==> src/rtl/command_handler_pkg.sv <==
// ============================================================================
// Module  : command_handler_pkg
// Brief   : Shared state codes, control characters and helpers for the
//           terminal command handler.
// Revision: 1.0 - initial release
// ============================================================================
`default_nettype none

package command_handler_pkg;

    localparam logic [2:0] ST_NORMAL = 3'd0;
    localparam logic [2:0] ST_ESC    = 3'd1;
    localparam logic [2:0] ST_Y_ROW  = 3'd2;
    localparam logic [2:0] ST_Y_COL  = 3'd3;
    localparam logic [2:0] ST_CLEAR  = 3'd4;

    localparam logic [7:0] CH_ESC = 8'h1B;
    localparam logic [7:0] CH_CR  = 8'h0D;
    localparam logic [7:0] CH_LF  = 8'h0A;
    localparam logic [7:0] CH_BS  = 8'h08;

    localparam logic [7:0] PRINT_MIN = 8'h20;
    localparam logic [7:0] PRINT_MAX = 8'h7E;

    localparam logic [7:0] ESC_UP        = 8'h41;  // 'A'
    localparam logic [7:0] ESC_DOWN      = 8'h42;  // 'B'
    localparam logic [7:0] ESC_RIGHT     = 8'h43;  // 'C'
    localparam logic [7:0] ESC_LEFT      = 8'h44;  // 'D'
    localparam logic [7:0] ESC_HOME      = 8'h48;  // 'H'
    localparam logic [7:0] ESC_CLR_SCR   = 8'h4A;  // 'J'
    localparam logic [7:0] ESC_CLR_LINE  = 8'h4B;  // 'K'
    localparam logic [7:0] ESC_DIRECT    = 8'h59;  // 'Y'

    localparam logic [7:0] Y_OFFSET = 8'h20;

    // Direct-cursor coordinate: subtract the offset, floor at 0, cap at limit.
    function automatic logic [7:0] offset_clamp(input logic [7:0] code,
                                                input logic [7:0] limit);
        logic [7:0] diff;
        logic [7:0] result;
        diff = code - Y_OFFSET;
        if (code < Y_OFFSET)
            result = 8'd0;
        else if (diff > limit)
            result = limit;
        else
            result = diff;
        return result;
    endfunction

endpackage

`default_nettype wire

==> src/rtl/command_handler_cursor_clamp.sv <==
// ============================================================================
// Module  : cursor_clamp
// Brief   : Saturating increment / decrement of a SIZE-bit cursor index.
// Revision: 1.0 - initial release
// ============================================================================
`default_nettype none

module cursor_clamp #(
    parameter int SIZE = 6
) (
    input  logic [SIZE-1:0] i_value,
    output logic [SIZE-1:0] o_inc,
    output logic [SIZE-1:0] o_dec
);

    assign o_inc = (i_value == {SIZE{1'b1}}) ? i_value : i_value + SIZE'(1);
    assign o_dec = (i_value == {SIZE{1'b0}}) ? i_value : i_value - SIZE'(1);

endmodule

`default_nettype wire

==> src/rtl/command_handler.sv <==
// ============================================================================
// Module  : command_handler
// Brief   : Decodes the host byte stream (printables, controls, VT52 escapes)
//           into character-buffer writes and cursor updates.
//           Define COMMAND_HANDLER_AUTOWRAP_EN to wrap at the last column.
// Revision: 1.0 - initial release
// ============================================================================
`default_nettype none

module command_handler
    import command_handler_pkg::*;
#(
    parameter int         COLS_BITS  = 6,
    parameter int         ROWS_BITS  = 4,
    parameter logic [7:0] BLANK_CHAR = 8'h20
) (
    input  logic                          clk,
    input  logic                          clr,
    input  logic [7:0]                    data,
    input  logic                          valid,
    output logic                          ready,
    output logic [7:0]                    new_char,
    output logic [COLS_BITS+ROWS_BITS-1:0] new_char_address,
    output logic                          new_char_wen,
    output logic [COLS_BITS-1:0]          new_cursor_x,
    output logic [ROWS_BITS-1:0]          new_cursor_y,
    output logic                          write_cursor_pos
);

    localparam int         ADDR_BITS = COLS_BITS + ROWS_BITS;
    localparam logic [7:0] COL_LIMIT = 8'((1 << COLS_BITS) - 1);
    localparam logic [7:0] ROW_LIMIT = 8'((1 << ROWS_BITS) - 1);

    logic [2:0]           state_q,     state_d;
    logic                 ready_q,     ready_d;
    logic [7:0]           char_q,      char_d;
    logic [ADDR_BITS-1:0] addr_q,      addr_d;
    logic                 wen_q,       wen_d;
    logic [COLS_BITS-1:0] x_q,         x_d;
    logic [ROWS_BITS-1:0] y_q,         y_d;
    logic                 wcp_q,       wcp_d;
    logic [ROWS_BITS-1:0] row_lat_q,   row_lat_d;
    logic [ADDR_BITS-1:0] clr_addr_q,  clr_addr_d;
    logic [ADDR_BITS-1:0] clr_end_q,   clr_end_d;
    logic                 clr_last_q,  clr_last_d;

    logic [COLS_BITS-1:0] w_x_inc, w_x_dec;
    logic [ROWS_BITS-1:0] w_y_inc, w_y_dec;
    logic [ROWS_BITS-1:0] w_row_code;
    logic [COLS_BITS-1:0] w_col_code;
    logic [ADDR_BITS-1:0] w_cur_addr;
    logic                 w_accept;
    logic                 w_printable;

    cursor_clamp #(.SIZE(COLS_BITS)) u_clamp_x (
        .i_value (x_q),
        .o_inc   (w_x_inc),
        .o_dec   (w_x_dec)
    );

    cursor_clamp #(.SIZE(ROWS_BITS)) u_clamp_y (
        .i_value (y_q),
        .o_inc   (w_y_inc),
        .o_dec   (w_y_dec)
    );

    assign w_row_code  = ROWS_BITS'(offset_clamp(data, ROW_LIMIT));
    assign w_col_code  = COLS_BITS'(offset_clamp(data, COL_LIMIT));
    assign w_cur_addr  = {y_q, x_q};
    assign w_accept    = valid & ready_q;
    assign w_printable = (data >= PRINT_MIN) && (data <= PRINT_MAX);

    always_comb begin
        state_d    = state_q;
        char_d     = char_q;
        addr_d     = addr_q;
        wen_d      = 1'b0;
        x_d        = x_q;
        y_d        = y_q;
        row_lat_d  = row_lat_q;
        clr_addr_d = clr_addr_q;
        clr_end_d  = clr_end_q;
        clr_last_d = clr_last_q;

        case (state_q)
            ST_NORMAL: begin
                if (w_accept) begin
                    if (w_printable) begin
                        wen_d  = 1'b1;
                        char_d = data;
                        addr_d = w_cur_addr;
`ifdef COMMAND_HANDLER_AUTOWRAP_EN
                        if (&x_q) begin
                            x_d = '0;
                            y_d = w_y_inc;
                        end else begin
                            x_d = w_x_inc;
                        end
`else
                        x_d = w_x_inc;
`endif
                    end else begin
                        case (data)
                            CH_CR:   x_d     = '0;
                            CH_LF:   y_d     = w_y_inc;
                            CH_BS:   x_d     = w_x_dec;
                            CH_ESC:  state_d = ST_ESC;
                            default: ;
                        endcase
                    end
                end
            end

            ST_ESC: begin
                if (w_accept) begin
                    state_d = ST_NORMAL;
                    case (data)
                        ESC_UP:    y_d = w_y_dec;
                        ESC_DOWN:  y_d = w_y_inc;
                        ESC_RIGHT: x_d = w_x_inc;
                        ESC_LEFT:  x_d = w_x_dec;
                        ESC_HOME: begin
                            x_d = '0;
                            y_d = '0;
                        end
                        ESC_CLR_SCR, ESC_CLR_LINE: begin
                            // First blank goes out with the command itself.
                            wen_d      = 1'b1;
                            char_d     = BLANK_CHAR;
                            addr_d     = w_cur_addr;
                            clr_addr_d = w_cur_addr + ADDR_BITS'(1);
                            clr_end_d  = (data == ESC_CLR_SCR) ? {ADDR_BITS{1'b1}}
                                                               : {y_q, {COLS_BITS{1'b1}}};
                            clr_last_d = (w_cur_addr == clr_end_d);
                            state_d    = ST_CLEAR;
                        end
                        ESC_DIRECT: state_d = ST_Y_ROW;
                        default: ;
                    endcase
                end
            end

            ST_Y_ROW: begin
                if (w_accept) begin
                    row_lat_d = w_row_code;
                    state_d   = ST_Y_COL;
                end
            end

            ST_Y_COL: begin
                if (w_accept) begin
                    y_d     = row_lat_q;
                    x_d     = w_col_code;
                    state_d = ST_NORMAL;
                end
            end

            ST_CLEAR: begin
                if (clr_last_q) begin
                    state_d = ST_NORMAL;
                end else begin
                    wen_d      = 1'b1;
                    char_d     = BLANK_CHAR;
                    addr_d     = clr_addr_q;
                    clr_addr_d = clr_addr_q + ADDR_BITS'(1);
                    clr_last_d = (clr_addr_q == clr_end_q);
                end
            end

            default: state_d = ST_NORMAL;
        endcase

        ready_d = (state_d != ST_CLEAR);
        wcp_d   = (x_d != x_q) || (y_d != y_q);
    end

    always_ff @(posedge clk or posedge clr) begin
        if (clr) begin
            state_q    <= ST_NORMAL;
            ready_q    <= 1'b0;
            char_q     <= 8'd0;
            addr_q     <= '0;
            wen_q      <= 1'b0;
            x_q        <= '0;
            y_q        <= '0;
            wcp_q      <= 1'b0;
            row_lat_q  <= '0;
            clr_addr_q <= '0;
            clr_end_q  <= '0;
            clr_last_q <= 1'b0;
        end else begin
            state_q    <= state_d;
            ready_q    <= ready_d;
            char_q     <= char_d;
            addr_q     <= addr_d;
            wen_q      <= wen_d;
            x_q        <= x_d;
            y_q        <= y_d;
            wcp_q      <= wcp_d;
            row_lat_q  <= row_lat_d;
            clr_addr_q <= clr_addr_d;
            clr_end_q  <= clr_end_d;
            clr_last_q <= clr_last_d;
        end
    end

    assign ready            = ready_q;
    assign new_char         = char_q;
    assign new_char_address = addr_q;
    assign new_char_wen     = wen_q;
    assign new_cursor_x     = x_q;
    assign new_cursor_y     = y_q;
    assign write_cursor_pos = wcp_q;

endmodule

`default_nettype wire

==> config.mk <==
export PLATFORM = sky130hd
export DESIGN_NAME = command_handler
export DESIGN_NICKNAME = d
export VERILOG_FILES = /design/src/rtl/command_handler_pkg.sv /design/src/rtl/command_handler_cursor_clamp.sv /design/src/rtl/command_handler.sv
export SDC_FILE = /design/constraint.sdc
export NUM_CORES = 1
export LEC_CHECK = 0
export BUFFER_PORTS_ARGS = -buffer_cell sky130_fd_sc_hd__buf_2
export CORE_MARGIN = 2
export CORE_UTILIZATION = 40
export DETAILED_ROUTE_END_ITERATION = 10
export SYNTH_ARGS = -nofsm -noshare
export SYNTH_HDL_FRONTEND = slang
export SYNTH_SLANG_ARGS = --single-unit
==> constraint.sdc <==
create_clock -name clk -period 2.91 [get_ports clk]
set_input_delay 0.1455 -clock clk [delete_from_list [all_inputs] [get_ports clk]]
set_output_delay 0.1455 -clock clk [all_outputs]
set_load 0.01 [all_outputs]
==> impl_results.md <==
- Starting Density: 40.8%
- Overall power: 3.54 mW
- Area contributors post-synth: dfrtp_1, nand2_1, o21ai_0, a21oi_1, nor2_1
- RSZ-0062 raised after global routing: false
- I/O Pins: 42
- Tot GR Track Use: 24.9%
- Ys async rst share: 100%
- Leading cell type in the layout, fill and taps excluded: nand2_1
- Root buf cell: clkbuf_8
- Crit-path slowest cell: dfrtp_1
- Power density over cell area: 696 nW/um^2
- # diodes: 0
- Routed vias: 4715
- Vias per cell: 6.17
- Critical Path End Type: register
- Sequential share of the synthesized area: 30.7%
- Final wirelength: 14.2 mm
- IO Port Bufs: 41
- Final setup margin: 0.201 ns
- Maximum VDD drop: 0.000398 V
- Total grt overflow: 0
- First-pass GRT wire length: 23.0 mm
- Post-Syn Nets: 591
- Synth Flop Type: dfrtp_1
- Hold Path Class: in2async
- CTS sink count: 54
- Required @ worst endpoint: 3.10 ns
- Netlist Area Pre-Place: 4400 um^2
- Layout cell share with drive strength beyond 1: 18.8%
- CTS tree: built
- Post-layout min period: 2.71 ns
- Routability cong.: 0.934
- Pin count of the biggest net entering global routing: 55
- Die H: 109 um
- Max-cap viol count: 0
- Crit-path cells: or3_1 -> nor3_1 -> mux2i_1 -> o211a_1 -> o31ai_1 -> o21ai_0 -> a32oi_1 -> nand4b_1
- Leakage: 2.20 nW
- Number of enable flip-flop cells after synthesis: 0
- Final Skew: 0.0161 ns
- Setup TNS: 0 ns
- Slew HR: 48.8%
- CTS buffer count: 5
- Fin. Hold Viols: 0
- Synthesis-stage register bit count: 54
- Count of cell types in the netlist: 73
- Core area: 10800 um^2
- Final setup viols: 0
- Row cnt: 38
- Crit path largest cell delay: 0.53 ns
- Max Buffers Root-to-Sink: 2
- Status: complete, no violations
- Crit Path Max Fanout: 13
- Worst EP arrival: 2.90 ns
- Latest clock arrival within the worst-skew pair: 0.33 ns
- Cells after Synth: 572
- Yosys warning total: 0
- Delay-heaviest family, CP: compound AO/OA/AOI/OAI gates
- Fmax: 0.369 GHz
- Worst-path clk slew: 0.10 ns
- Hpwl dp: 10.6 mm
- Antenna violations before repair: 0
- Drt drc: 0
- Area Growth Syn to Fin: 15.6%
- ANT nets after route: 0
- Setup bufs post-CTS: 0
- CP Launch Type: register
- Die Area: 11900 um^2
- Drt initial violations: 303
- Die W: 109 um
- First-pass DRT Iterations: 5
- Maximum level of the CTS H-tree: 2
- Drt wl/cell: 18.6 um
- Period Utilization, post-route: 93.1%
- Average cell area after synthesis: 7.69 um^2
- Leading area contributor after synthesis: dfrtp_1
- Setup WS pre-CTS: 0.133 ns
- Final Max Tran Viols: 0
- Synth top area share: 30.7%
- Vias in the first global route: 4370
- # nets final: 643
- WHS: 0.00653 ns
- CP Class: reg2reg
- Commonest cells after routing, fill and taps aside: nand2_1, dfrtp_1, buf_4, o21ai_0, nor2_1
- Slew @ Worst Pin: 0.768 ns
- CP bufs+invs: 0
- Fillcell total: 1078
flip-flops by register name, indices dropped and copies added, names as in the netlist:
signal / flops
clr_addr_q: 10
clr_end_q: 5
clr_last_q: 1
new_char: 8
new_char_address: 10
new_char_wen: 1
new_cursor_x: 6
new_cursor_y: 4
ready: 1
row_lat_q: 4
state_q: 3
write_cursor_pos: 1
synth_stat cells, types with 3 or more instances:
master	n
a211oi_1	7
a21o_1	4
a21oi_1	41
a31oi_1	8
a32oi_1	3
and2_1	3
and3_1	4
and4b_1	3
buf_1	5
buf_2	7
clkbuf_1	31
dfrtp_1	54
ha_1	8
inv_1	22
mux2i_1	13
nand2_1	76
nand2b_1	10
nand3_1	18
nand4_1	12
nor2_1	43
nor2b_1	6
nor3_1	19
nor3b_1	3
nor4_1	3
nor4b_1	6
o211a_1	3
o211ai_1	10
o21a_1	9
o21ai_0	46
o22ai_1	4
o311a_1	6
o31ai_1	8
o32ai_1	6
or2_2	4
or3_1	6
xnor2_1	8
xor2_1	3
area by class of cell:
class                   instances  area [um^2]  area share (%)
inverters                      22         82.6            1.62
clock buffers                   5         68.8            1.35
clock inverters                 2         38.8           0.762
repair buffers                 89          566            11.1
well taps                     140          175            3.44
flip-flops and latches         54         1350            26.6
multi-input cells             452         2810            55.2
path summary, 6_finish.rpt:
path	startpoint	endpoint	slack (ns)	cells past startpoint
setup / recovery	new_cursor_x[2]	write_cursor_pos	0.20	8
hold / removal	clr	new_char[7]	0.007	3
setup reg to reg	new_cursor_x[2]	write_cursor_pos	0.20	8
hold reg to reg	new_char_address[2]	new_char_address[2]	0.48	2
max in group asynchronous	clr	new_char_address[3]	2.43	3
min in group clk	data[6]	new_char[6]	0.19	3
power breakdown:
| group | internal [mW] | total [mW] | leakage, nW | switching [mW] |
|---|---|---|---|---|
| sequential | 0.954 | 1.18 | 0.675 | 0.227 |
| clock | 0.254 | 0.512 | 0.0542 | 0.258 |
| combinational | 0.762 | 1.85 | 1.47 | 1.09 |
metal layers:
| metal | up-vias | global-route usage (%) | routed length (um) |
|---|---|---|---|
| met4 | 0 | 7.78 | 226 |
| met3 | 24 | 2.03 | 852 |
| li1 | 2221 | - | - |
| met5 | - | 0 | 0 |
| met1 | 2253 | 35.4 | 6370 |
| met2 | 217 | 40.0 | 6730 |
worst min-delay path, cell delays in order:
cell and delay [ns]:
buf_2 0.10, inv_2 0.03, buf_4 0.55
what timing repair did:
action	4_1_cts	5_1_grt
endpoints found under the setup margin	0	1
hold buffers	0	0
gates resized for setup	0	5
kinds of logic after synthesis:
family	synth area share, %
adders and majority gates	2.27
and+or+nand+nor	27.5
muxes	3.47
AOI/OAI and AO/OA	27.9
xor gates and xnor gates	2.19
DFF	30.7
buffers and inverters	6.00
metrics by stage:
| step | util, % | area [um^2] | instances |
|---|---|---|---|
| 6_report | 47.1 | 5090 | 764 |
| 3_3_place_gp | 46.1 | 4970 | 757 |
| 2_1_floorplan | - | 4400 | 572 |
| 5_1_grt | 47.1 | 5090 | 764 |
| 3_5_place_dp | 46.1 | 4970 | 757 |
| 4_1_cts | 47.1 | 5080 | 764 |
Power figures use the tool's default switching activity.
